File: config.mk
export PLATFORM = sky130hd
export DESIGN_NAME = mantissa_normalizer
export DESIGN_NICKNAME = d
export VERILOG_FILES = /design/src/rtl/fp_mult_pkg.sv /design/src/rtl/fp_result_packer.sv /design/src/rtl/mantissa_normalizer.sv
export SDC_FILE = /design/constraint.sdc
export NUM_CORES = 1
export LEC_CHECK = 0
export BUFFER_PORTS_ARGS = -buffer_cell sky130_fd_sc_hd__buf_2
export CORE_AREA = 2 2 101 103
export CTS_BUF_LIST = sky130_fd_sc_hd__clkbuf_8
export DETAILED_ROUTE_END_ITERATION = 10
export DIE_AREA = 0 0 103 105
export PLACE_DENSITY = 0.65
export SYNTH_ARGS = -nofsm -noshare
export SYNTH_HDL_FRONTEND = slang
export SYNTH_SLANG_ARGS = --single-unit
File: constraint.sdc
create_clock -name clk_in -period 5.5 [get_ports clk_in]
set_input_delay 0.275 -clock clk_in [delete_from_list [all_inputs] [get_ports clk_in]]
set_output_delay 0.275 -clock clk_in [all_outputs]
set_load 0.05 [all_outputs]
File: src/rtl/fp_mult_pkg.sv
// Shared types and default widths for the floating-point multiplier datapath.
package fp_mult_pkg;

    localparam int unsigned MANTISSA_WIDTH = 23;
    localparam int unsigned EXPONENT_WIDTH = 8;
    localparam int unsigned PRODUCT_WIDTH  = 2 * (MANTISSA_WIDTH + 1);

    typedef enum logic {
        IDLE,
        NORM
    } norm_state_t;

    typedef enum logic [1:0] {
        FIN_ZERO,
        FIN_NORMAL,
        FIN_UNDER
    } finish_kind_t;

endpackage

File: src/rtl/fp_result_packer.sv
// Formats the normalized mantissa/exponent into rounder input and flags.
// Optional macro STICKY_EN folds discarded product bits into the guard bit.
module fp_result_packer
    import fp_mult_pkg::*;
#(
    parameter int unsigned MANTISSA_WIDTH = fp_mult_pkg::MANTISSA_WIDTH,
    parameter int unsigned EXPONENT_WIDTH = fp_mult_pkg::EXPONENT_WIDTH,
    parameter int unsigned PRODUCT_WIDTH  = 2 * (MANTISSA_WIDTH + 1)
) (
    input  logic [PRODUCT_WIDTH-1:0]         work_m,
    input  logic signed [EXPONENT_WIDTH+1:0] work_exp,
    input  finish_kind_t                     kind,
    output logic [MANTISSA_WIDTH:0]          normal_m,
    output logic [EXPONENT_WIDTH-1:0]        exponent,
    output logic                             zero,
    output logic                             overflow,
    output logic                             underflow
);

    localparam int unsigned M = MANTISSA_WIDTH;
    localparam int unsigned E = EXPONENT_WIDTH;
    localparam int unsigned P = PRODUCT_WIDTH;

    localparam logic signed [E+1:0] EXP_MAX  = $signed({2'b00, {E{1'b1}}});
    localparam logic signed [E+1:0] EXP_ZERO = '0;

    logic guard;

`ifdef STICKY_EN
    assign guard = work_m[P-2-M] | (|work_m[P-3-M:0]);
`else
    assign guard = work_m[P-2-M];
`endif

    always_comb begin
        normal_m  = '0;
        exponent  = '0;
        zero      = 1'b0;
        overflow  = 1'b0;
        underflow = 1'b0;
        case (kind)
            FIN_ZERO: zero = 1'b1;
            FIN_NORMAL: begin
                // A set leading bit with a non-positive exponent still has no
                // representable normal encoding, so it lands in underflow.
                if (work_exp <= EXP_ZERO) begin
                    underflow = 1'b1;
                end else if (work_exp >= EXP_MAX) begin
                    overflow = 1'b1;
                    exponent = '1;
                end else begin
                    exponent = work_exp[E-1:0];
                    normal_m = {work_m[P-2 -: M], guard};
                end
            end
            default: underflow = 1'b1;
        endcase
    end

endmodule

File: src/rtl/mantissa_normalizer.sv
// Sequential one-bit-per-cycle mantissa normalizer feeding the rounder.
// Optional macro STICKY_EN (applied in fp_result_packer) adds sticky to the guard bit.
module mantissa_normalizer
    import fp_mult_pkg::*;
#(
    parameter int unsigned MANTISSA_WIDTH = fp_mult_pkg::MANTISSA_WIDTH,
    parameter int unsigned EXPONENT_WIDTH = fp_mult_pkg::EXPONENT_WIDTH,
    parameter int unsigned PRODUCT_WIDTH  = 2 * (MANTISSA_WIDTH + 1)
) (
    input  logic                        clk_in,
    input  logic                        reset_in,
    input  logic                        start_in,
    input  logic [PRODUCT_WIDTH-1:0]    product_m_in,
    input  logic [EXPONENT_WIDTH+1:0]   exponent_in,
    output logic [MANTISSA_WIDTH:0]     normal_m_out,
    output logic [EXPONENT_WIDTH-1:0]   exponent_out,
    output logic                        busy_out,
    output logic                        done_out,
    output logic                        zero_out,
    output logic                        overflow_out,
    output logic                        underflow_out
);

    localparam int unsigned P     = PRODUCT_WIDTH;
    localparam int unsigned EXP_W = EXPONENT_WIDTH + 2;

    localparam logic signed [EXP_W-1:0] EXP_ONE = 1;

    norm_state_t               state, next_state;
    logic [P-1:0]              work_m;
    logic signed [EXP_W-1:0]   work_exp;
    logic                      finish;
    finish_kind_t              kind;

    logic [MANTISSA_WIDTH:0]   pk_normal_m;
    logic [EXPONENT_WIDTH-1:0] pk_exponent;
    logic                      pk_zero, pk_overflow, pk_underflow;

    always_comb begin
        next_state = state;
        finish     = 1'b0;
        kind       = FIN_NORMAL;
        case (state)
            IDLE: if (start_in) next_state = NORM;
            NORM: begin
                if (work_m == '0) begin
                    finish = 1'b1;
                    kind   = FIN_ZERO;
                end else if (work_m[P-1]) begin
                    finish = 1'b1;
                    kind   = FIN_NORMAL;
                end else if (work_exp <= EXP_ONE) begin
                    finish = 1'b1;
                    kind   = FIN_UNDER;
                end
                if (finish) next_state = IDLE;
            end
            default: next_state = IDLE;
        endcase
    end

    always_ff @(posedge clk_in) begin
        if (reset_in) begin
            state         <= IDLE;
            work_m        <= '0;
            work_exp      <= '0;
            normal_m_out  <= '0;
            exponent_out  <= '0;
            done_out      <= 1'b0;
            zero_out      <= 1'b0;
            overflow_out  <= 1'b0;
            underflow_out <= 1'b0;
        end else begin
            state    <= next_state;
            done_out <= finish;
            if (state == IDLE && start_in) begin
                work_m   <= product_m_in;
                work_exp <= $signed(exponent_in) + EXP_ONE;
            end else if (state == NORM && !finish) begin
                work_m   <= work_m << 1;
                work_exp <= work_exp - EXP_ONE;
            end
            if (finish) begin
                normal_m_out  <= pk_normal_m;
                exponent_out  <= pk_exponent;
                zero_out      <= pk_zero;
                overflow_out  <= pk_overflow;
                underflow_out <= pk_underflow;
            end
        end
    end

    assign busy_out = (state == NORM);

    fp_result_packer #(
        .MANTISSA_WIDTH (MANTISSA_WIDTH),
        .EXPONENT_WIDTH (EXPONENT_WIDTH),
        .PRODUCT_WIDTH  (PRODUCT_WIDTH)
    ) u_packer (
        .work_m    (work_m),
        .work_exp  (work_exp),
        .kind      (kind),
        .normal_m  (pk_normal_m),
        .exponent  (pk_exponent),
        .zero      (pk_zero),
        .overflow  (pk_overflow),
        .underflow (pk_underflow)
    );

endmodule

==> summary.txt, run 1 <==
Finish
  • Final nets: 550
  • P&R area growth vs syn: 17.89%
  • Share of layout cells above drive strength 1: 25.77%
  • Post-route cell area: 0.004806 mm^2
  • Commonest non-fill, non-tap cells in the layout: 97 x buf_2, 95 x dfxtp_1, 47 x a22oi_1
  • ANT cells: 0
  • Layout Utilization: 49.86%
  • Commonest non-fill, non-tap cell in the layout: buf_2

Critical path
  • Reg2reg start: work_exp[2]$_SDFFE_PP0P_
  • Worst flop-to-flop path endpoint: work_m[39]$_SDFFE_PP0P_
  • R2r worst-path depth: 5
  • Crit Path Category: reg2reg
  • Slowest library cell on the worst path: or4_1
  • R2r setup slk: 2.45 ns
  • Critical path's largest stage delay: 0.69 ns
  • Cells along the critical path: or4_1 > o311a_4 > a211oi_4 > buf_4 > o2bb2ai_1
  • Critical path data arrival time: 3.33 ns
  • Worst setup SP type: register
  • Critical Path Sink: work_m[39]$_SDFFE_PP0P_
  • Crit Path Max Fanout: 49
  • Critical Path RT: 5.78 ns
  • Crit path capture type: register
  • Critical path origin: work_exp[2]$_SDFFE_PP0P_

Yosys
  • Mapped Cells: 408
  • Sequential area share after synthesis: 46.65%
  • Synth Flop Type: dfxtp_1
  • Synth warnings: 0
  • Post-Syn Area: 0.004076 mm^2
  • Library cells used by synthesis: 46
  • Post-synth ARST share: 0%
  • Largest cells by area after synthesis: dfxtp_1 47%, o2bb2ai_1 9.9%, a22oi_1 8.7%
  • Syn Nets: 474
  • Avg Inst Size Synth: 9.991 um^2
  • Dominant cell type by area after synthesis: dfxtp_1
  • Synth top area share: 46.65%
  • Seq cells post-synth: 95
  • Number of synthesized flops with an enable pin: 0

Detailed routing
  • Initial detailed-routing violation count: 240
  • Vias/cell: 5.907
  • Wire per inst: 17.11 um
  • Drt drc: 0
  • Final ANT Viol Nets: 0
  • Via count: 3,674
  • Routed WL: 10.64 mm
  • Pre-antenna DRT Iters: 5

Global routing
  • Vias in the first global route: 3,437
  • First-pass GRT wire length: 17.13 mm
  • Overflow after GRT: 0
  • Total GRT Usage: 19.73%
  • Antenna violations before repair: 0
  • Largest net degree at the start of global routing: 64

Run
  • Max-cap check violation count: 0

Place
  • I/O Buffers: 97
  • Cell Area, Placed: 0.004603 mm^2
  • Place WS: 2.493 ns
  • HPWL Detailed: 7.188 mm
  • Routability cong.: 0.8901

Clocking
  • TritonCTS Sinks: 95
  • Root buffer cell: clkbuf_8
  • Clock latency on the worst-skew pair: 0.36 ns
  • CTS tree: done
  • Hold-fix buffers, CTS: 0
  • Post-cts sizing count: 0
  • Total CTS buffers: 9
  • Clock slew at reported path FFs: 0.10 ns
  • Post-CTS Setup Inserts: 0
  • H-tree lvl count: 3
  • Clk buf depth: 2

Power and ir drop
  • Cell Pwr Density: 309.7 mW/mm^2
  • Leakage power: 1.809 nW
  • VDD IR max: 0.1497 mV

STA
  • Setup violators final: 0
  • Setup Skew: 0.01237 ns
  • Worst-margin pin slew: 1.088 ns
  • Fmax achieved: 0.3281 GHz
  • Final cycle utilization of the critical path: 55.41%
  • Unrepaired setup endpoints after global routing: false
  • Slew headroom: 27.48%
  • Fin Setup TNS: 0 ns
  • Minimum clock period: 3.048 ns
  • Setup slack after layout: 2.452 ns
  • Max Slew Vio Count: 0
  • Hold Vio Cnt, Final: 0

Die
  • Die area: 0.01082 mm^2
  • I/O Pins: 98
  • Initial core utilization: 42.29%
  • Core footprint: 0.009639 mm^2
  • Die width: 103 um
  • Core Rows: 36
  • Die height: 105 um

Min path
  • Min-Delay Path Depth: 3
  • Worst Hold Class: in2reg
  • Worst Min Path Start: product_m_in[0]

Outcome
  • Status: completed
==> final cells by class <==
class,count,area (um^2)
Sequential cell,95,1902
Inverter,5,18.77
Tap cell,133,166.4
Clock inverter,7,78.83
Fill cell,935,4833
Clock buffer,9,123.9
Multi-Input combinational cell,272,2001
Timing Repair Buffer,101,515.5
==> through the flow <==
step,power (mW),hold WS [ns],instances
after floorplan,0.9536,0.4155,408
after detailed placement,1.028,0.4544,606
after CTS,1.495,0.1827,622
final,1.489,0.1874,622
after global placement,1.024,0.4466,606
after global routing,1.560,0.1904,622
==> registers in the layout, indices dropped and copies added (netlist names) <==
signal / count
overflow_out: 1
normal_m_out: 24
done_out: 1
zero_out: 1
underflow_out: 1
work_exp: 10
exponent_out: 8
busy_out: 1
work_m: 48
==> power by group <==
group,internal [mW],switching (mW)
Combinational,0.0907,0.146
Clock,0.216,0.259
Sequential,0.729,0.0478
==> cells in the mapped netlist, drive strengths merged, types with 2 or more instances <==
library cell and count:
nand4 6, clkbuf 28, a22oi 47, a2111oi 2
a31oi 5, nand3 6, o2bb2ai 46, and4 3
xor2 3, and3 2, inv 4, nor2 15
o21ai 24, o211ai 2, ha 5, a311oi 4
a32o 25, a21oi 6, dfxtp 95, or3 8
or4 2, and3b 2, nor3 5, nor4 13
nor4b 3, buf 8, nor2b 3, o31ai 2
nand2 19, xnor2 4
==> how the worst min path moves through the flow <==
stage	endpoint	slack (ns)
floorplan	work_m[0]$_SDFFE_PP0P_	0.42
global placement	exponent_out[6]$_SDFFE_PP0P_	0.45
detailed placement	exponent_out[4]$_SDFFE_PP0P_	0.45
CTS	work_m[0]$_SDFFE_PP0P_	0.18
global route	work_m[0]$_SDFFE_PP0P_	0.19
finish	work_m[0]$_SDFFE_PP0P_	0.19
==> critical path: cells and delay by family, from the launching register on <==
| kind | cells | cell delay [ns] |
|---|---|---|
| AOI/OAI and AO/OA | 3 | 1.44 |
| buffers and inverters | 1 | 0.45 |
| DFF | 1 | 0.37 |
| and+or+nand+nor | 1 | 0.69 |
==> kinds of logic (layout without fill, tap and decap cells) <==
| kind of cell | after synthesis | count (layout) | synth area share [%] |
|---|---|---|---|
| AOI/OAI and AO/OA | 170 | 170 | 33.52 |
| xor gates and xnor gates | 7 | 7 | 1.504 |
| and+or+nand+nor | 90 | 90 | 12.19 |
| adders and majority gates | 5 | 5 | 1.535 |
| buffers and inverters | 41 | 122 | 4.604 |
| DFF | 95 | 95 | 46.65 |
==> per-layer routing <==
metal  GRT usage, %  routed length (um)  share of wire (%)  vias to the layer above
li1               -                   -                  -                     1782
met1          27.73                4930                 46                     1762
met2          30.80                5013                 47                      120
met3          3.946                 569                5.3                       10
met4          5.075                 127                1.2                        0
met5              0                   0                  0                        -
(Power assumes the default switching activity.)
==> run 2: changes to the inputs <==
--- a/config.mk
+++ b/config.mk
@@ -10,7 +10,7 @@
 export CTS_BUF_LIST = sky130_fd_sc_hd__clkbuf_8
 export DETAILED_ROUTE_END_ITERATION = 10
 export DIE_AREA = 0 0 103 105
-export PLACE_DENSITY = 0.65
+export PLACE_DENSITY = 0.68
 export SYNTH_ARGS = -nofsm -noshare
 export SYNTH_HDL_FRONTEND = slang
 export SYNTH_SLANG_ARGS = --single-unit
==> constraint.sdc (replaced) <==
create_clock -name clk_in -period 2.55 [get_ports clk_in]
set_input_delay 0.1275 -clock clk_in [delete_from_list [all_inputs] [get_ports clk_in]]
set_output_delay 0.1275 -clock clk_in [all_outputs]
set_load 0.05 [all_outputs]
==> run 2 against run 1 <==
  * Die area unchanged
  * Cell count grew 2.3%
  * Power up 120%
  * Cell area is 2.8% higher
  * Clock-buffer cell count increased by 2
  * First-iteration DRC count rose by 0.83%
  * Hold slack got worse by 0.16 ns
  * Critical path depth unchanged
  * Non-clock buffer count grew 14
  * Global-route usage increased by 0.72 points
  * Clock skew increased by 0.0020 ns
  * Register-to-register slack worse by 2.2 ns
  * Critical path type unchanged
  * Largest power group unchanged
==> summary.txt, run 2 (synthesis gave the netlist of run 1 again) <==
Outcome
  • Status: completed (unchanged)

Finish
  • Commonest non-fill, non-tap cell in the layout: buf_2 (unchanged)
  • P&R area growth vs syn: 21.24% (was 17.89%)
  • Area of the multi-input gates: 0.002014 mm^2 (was 0.002001 mm^2)
  • Post-route cell area: 0.004942 mm^2 (was 0.004806 mm^2)
  • Fillcell total: 910 (was 935)
  • ANT cells: 0 (unchanged)
  • Largest registers: work_m (48), normal_m_out (24), work_exp (10) (unchanged)
  • Register area: 0.001902 mm^2 (unchanged)
  • Number of flip-flops in the largest register: 48 (unchanged)
  • Share of layout cells above drive strength 1: 28.03% (was 25.77%)
  • Commonest non-fill, non-tap cells in the layout: 97 x buf_2, 95 x dfxtp_1, 47 x a22oi_1 (unchanged)
  • Reg with most FFs: work_m (unchanged)
  • Final nets: 564 (was 550)

Place
  • HPWL Detailed: 7.502 mm (was 7.188 mm)
  • Routability cong.: 0.8795 (was 0.8901)
  • I/O Buffers: 97 (unchanged)
  • Cell Area, Placed: 0.004721 mm^2 (was 0.004603 mm^2)

Global routing
  • Largest net degree at the start of global routing: 48 (was 64)
  • Vias in the first global route: 3,529 (was 3,437)
  • Total GRT Usage: 20.46% (was 19.73%)
  • First-pass GRT wire length: 17.55 mm (was 17.13 mm)
  • Overflow after GRT: 0 (unchanged)
  • Antenna violations before repair: 0 (unchanged)

Detailed routing
  • Initial detailed-routing violation count: 242 (was 240)
  • Vias/cell: 5.907 (about the same)
  • Met1 wire length: 5.063 mm (was 4.930 mm)
  • WL met2: 4.957 mm (was 5.013 mm)
  • Met3 Routed Length: 626 um (was 569 um)
  • Drt drc: 0 (unchanged)
  • Final ANT Viol Nets: 0 (unchanged)
  • Pre-antenna DRT Iters: 5 (unchanged)
  • Max Used Layer: met4 (unchanged)
  • Via count: 3,757 (was 3,674)
  • Routed WL: 10.95 mm (was 10.64 mm)
  • Wire per inst: 17.21 um (was 17.11 um)

Die
  • Core footprint: 0.009639 mm^2 (unchanged)
  • Core Rows: 36 (unchanged)
  • Initial core utilization: 42.29% (unchanged)
  • Die width: 103 um (unchanged)
  • I/O Pins: 98 (unchanged)
  • Die area: 0.01082 mm^2 (unchanged)
  • Die height: 105 um (unchanged)

Critical path
  • Crit Path Max Fanout: 27 (was 49)
  • Worst setup SP type: register (unchanged)
  • Worst flop-to-flop path endpoint: work_m[42]$_SDFFE_PP0P_ (was work_m[39]$_SDFFE_PP0P_)
  • Crit path capture type: register (unchanged)
  • Critical path data arrival time: 2.63 ns (was 3.33 ns)
  • Critical Path RT: 2.84 ns (was 5.78 ns)
  • Reg2reg start: work_exp[2]$_SDFFE_PP0P_ (unchanged)
  • Crit Path Category: reg2reg (unchanged)
  • R2r setup slk: 0.21 ns (was 2.45 ns)
  • R2r worst-path depth: 5 (unchanged)

STA
  • Final cycle utilization of the critical path: 91.88% (was 55.41%)
  • Unrepaired setup endpoints after global routing: false (unchanged)
  • Fin Setup TNS: 0 ns (unchanged)
  • Setup violators final: 0 (unchanged)
  • Fmax achieved: 0.4268 GHz (was 0.3281 GHz)
  • Max Slew Vio Count: 0 (unchanged)
  • Setup Skew: 0.01433 ns (was 0.01237 ns)
  • Minimum clock period: 2.343 ns (was 3.048 ns)
  • Hold Vio Cnt, Final: 0 (unchanged)
  • Slew headroom: 50.68% (was 27.48%)
  • Worst-margin pin slew: 0.7370 ns (was 1.088 ns)

Power and ir drop
  • Cell Pwr Density: 658.7 mW/mm^2 (was 309.7 mW/mm^2)
  • VDD IR max: 0.3337 mV (was 0.1497 mV)
  • Leakage power: 1.893 nW (was 1.809 nW)
  • Tot Pwr: 3.255 mW (was 1.489 mW)

Clocking
  • Total CTS buffers: 9 (unchanged)
  • Hold-fix buffers, CTS: 0 (unchanged)
  • Clock slew at reported path FFs: 0.09 ns (was 0.10 ns)
  • Clk buf depth: 2 (unchanged)
  • Clock latency on the worst-skew pair: 0.36 ns (about the same)
  • Post-CTS Setup Inserts: 0 (unchanged)
  • Root buffer cell: clkbuf_8 (unchanged)
  • H-tree lvl count: 3 (unchanged)
  • TritonCTS Sinks: 95 (unchanged)
  • CTS tree: done (unchanged)

Min path
  • Worst Min Path Start: product_m_in[0] (unchanged)
  • Hold EP: work_m[0]$_SDFFE_PP0P_ (unchanged)
  • Min-Delay Path Depth: 3 (unchanged)
  • Worst Hold Class: in2reg (unchanged)

Run
  • Max-cap check violation count: 0 (unchanged)
[run 2: cell count changes in the layout (fill, tap and decap cells not counted), sizes merged]
cell,previous run,this run
buf,101,115
clkinv,2,4
inv,7,4
clkinvlp,2,1
clkbuf,9,11
[run 2: worst max path at each step]
| stage | start | end | slack [ns] | cells after the start |
|---|---|---|---|---|
| floorplan | busy_out$_SDFF_PP0_ | work_exp[6]$_SDFFE_PP0P_ | 0.33 | 5 |
| global placement | work_m[6]$_SDFFE_PP0P_ | work_m[37]$_SDFFE_PP0P_ | 0.17 | 6 |
| detailed placement | work_m[6]$_SDFFE_PP0P_ | work_m[32]$_SDFFE_PP0P_ | 0.13 | 6 |
| CTS | work_m[6]$_SDFFE_PP0P_ | work_m[32]$_SDFFE_PP0P_ | 0.11 | 6 |
| global route | work_exp[2]$_SDFFE_PP0P_ | work_exp[8]$_SDFFE_PP0P_ | 0.02 | 5 |
| finish | work_exp[2]$_SDFFE_PP0P_ | work_m[42]$_SDFFE_PP0P_ | 0.21 | 5 |
[run 2: critical path: stages, from the launching register on]
cell and delay [ns]:
dfxtp_1 0.38, or4_1 0.69, o311a_4 0.44, a211oi_4 0.25, buf_4 0.34, o2bb2ai_1 0.16
[run 2: final cells by class]
| cell class | instances | share of cell area [%] |
|---|---|---|
| Multi-Input combinational cell | 272 | 40.76 |
| Sequential cell | 95 | 38.48 |
| Timing Repair Buffer | 115 | 12.81 |
| Tap cell | 133 | 3.367 |
| Clock buffer | 11 | 3.063 |
| Clock inverter | 5 | 1.139 |
| Inverter | 5 | 0.3797 |
[run 2: per-stage QoR]
stage / util (%) / hold slack, ns / std cells / worst slack, ns
after floorplan: - / 0.2680 / 408 / 0.3314
after global placement: 48.97 / 0.3947 / 620 / 0.1749
after detailed placement: 48.97 / 0.4066 / 620 / 0.1337
after CTS: 51.13 / 0.01406 / 636 / 0.1099
after global routing: 51.27 / 0.03772 / 636 / 0.02481
final: 51.27 / 0.02288 / 636 / 0.2072
[run 2: power by group]
part,internal [mW],total [mW],switching [mW]
clock,0.505,1.03,0.522
sequential,1.57,1.66,0.0889
combinational,0.224,0.567,0.344
[run 2: routing by layer]
metal / global-route usage, % / vias up
li1: - / 1809
met1: 29.08 / 1780
met2: 29.55 / 145
met3: 3.813 / 23
met4: 9.774 / 0
met5: 0 / -
[run 2: repair_timing]
item	in CTS	in global routing
gates resized for setup	0	2
hold endpoints to repair	0	0
endpoints found under the setup margin	0	53
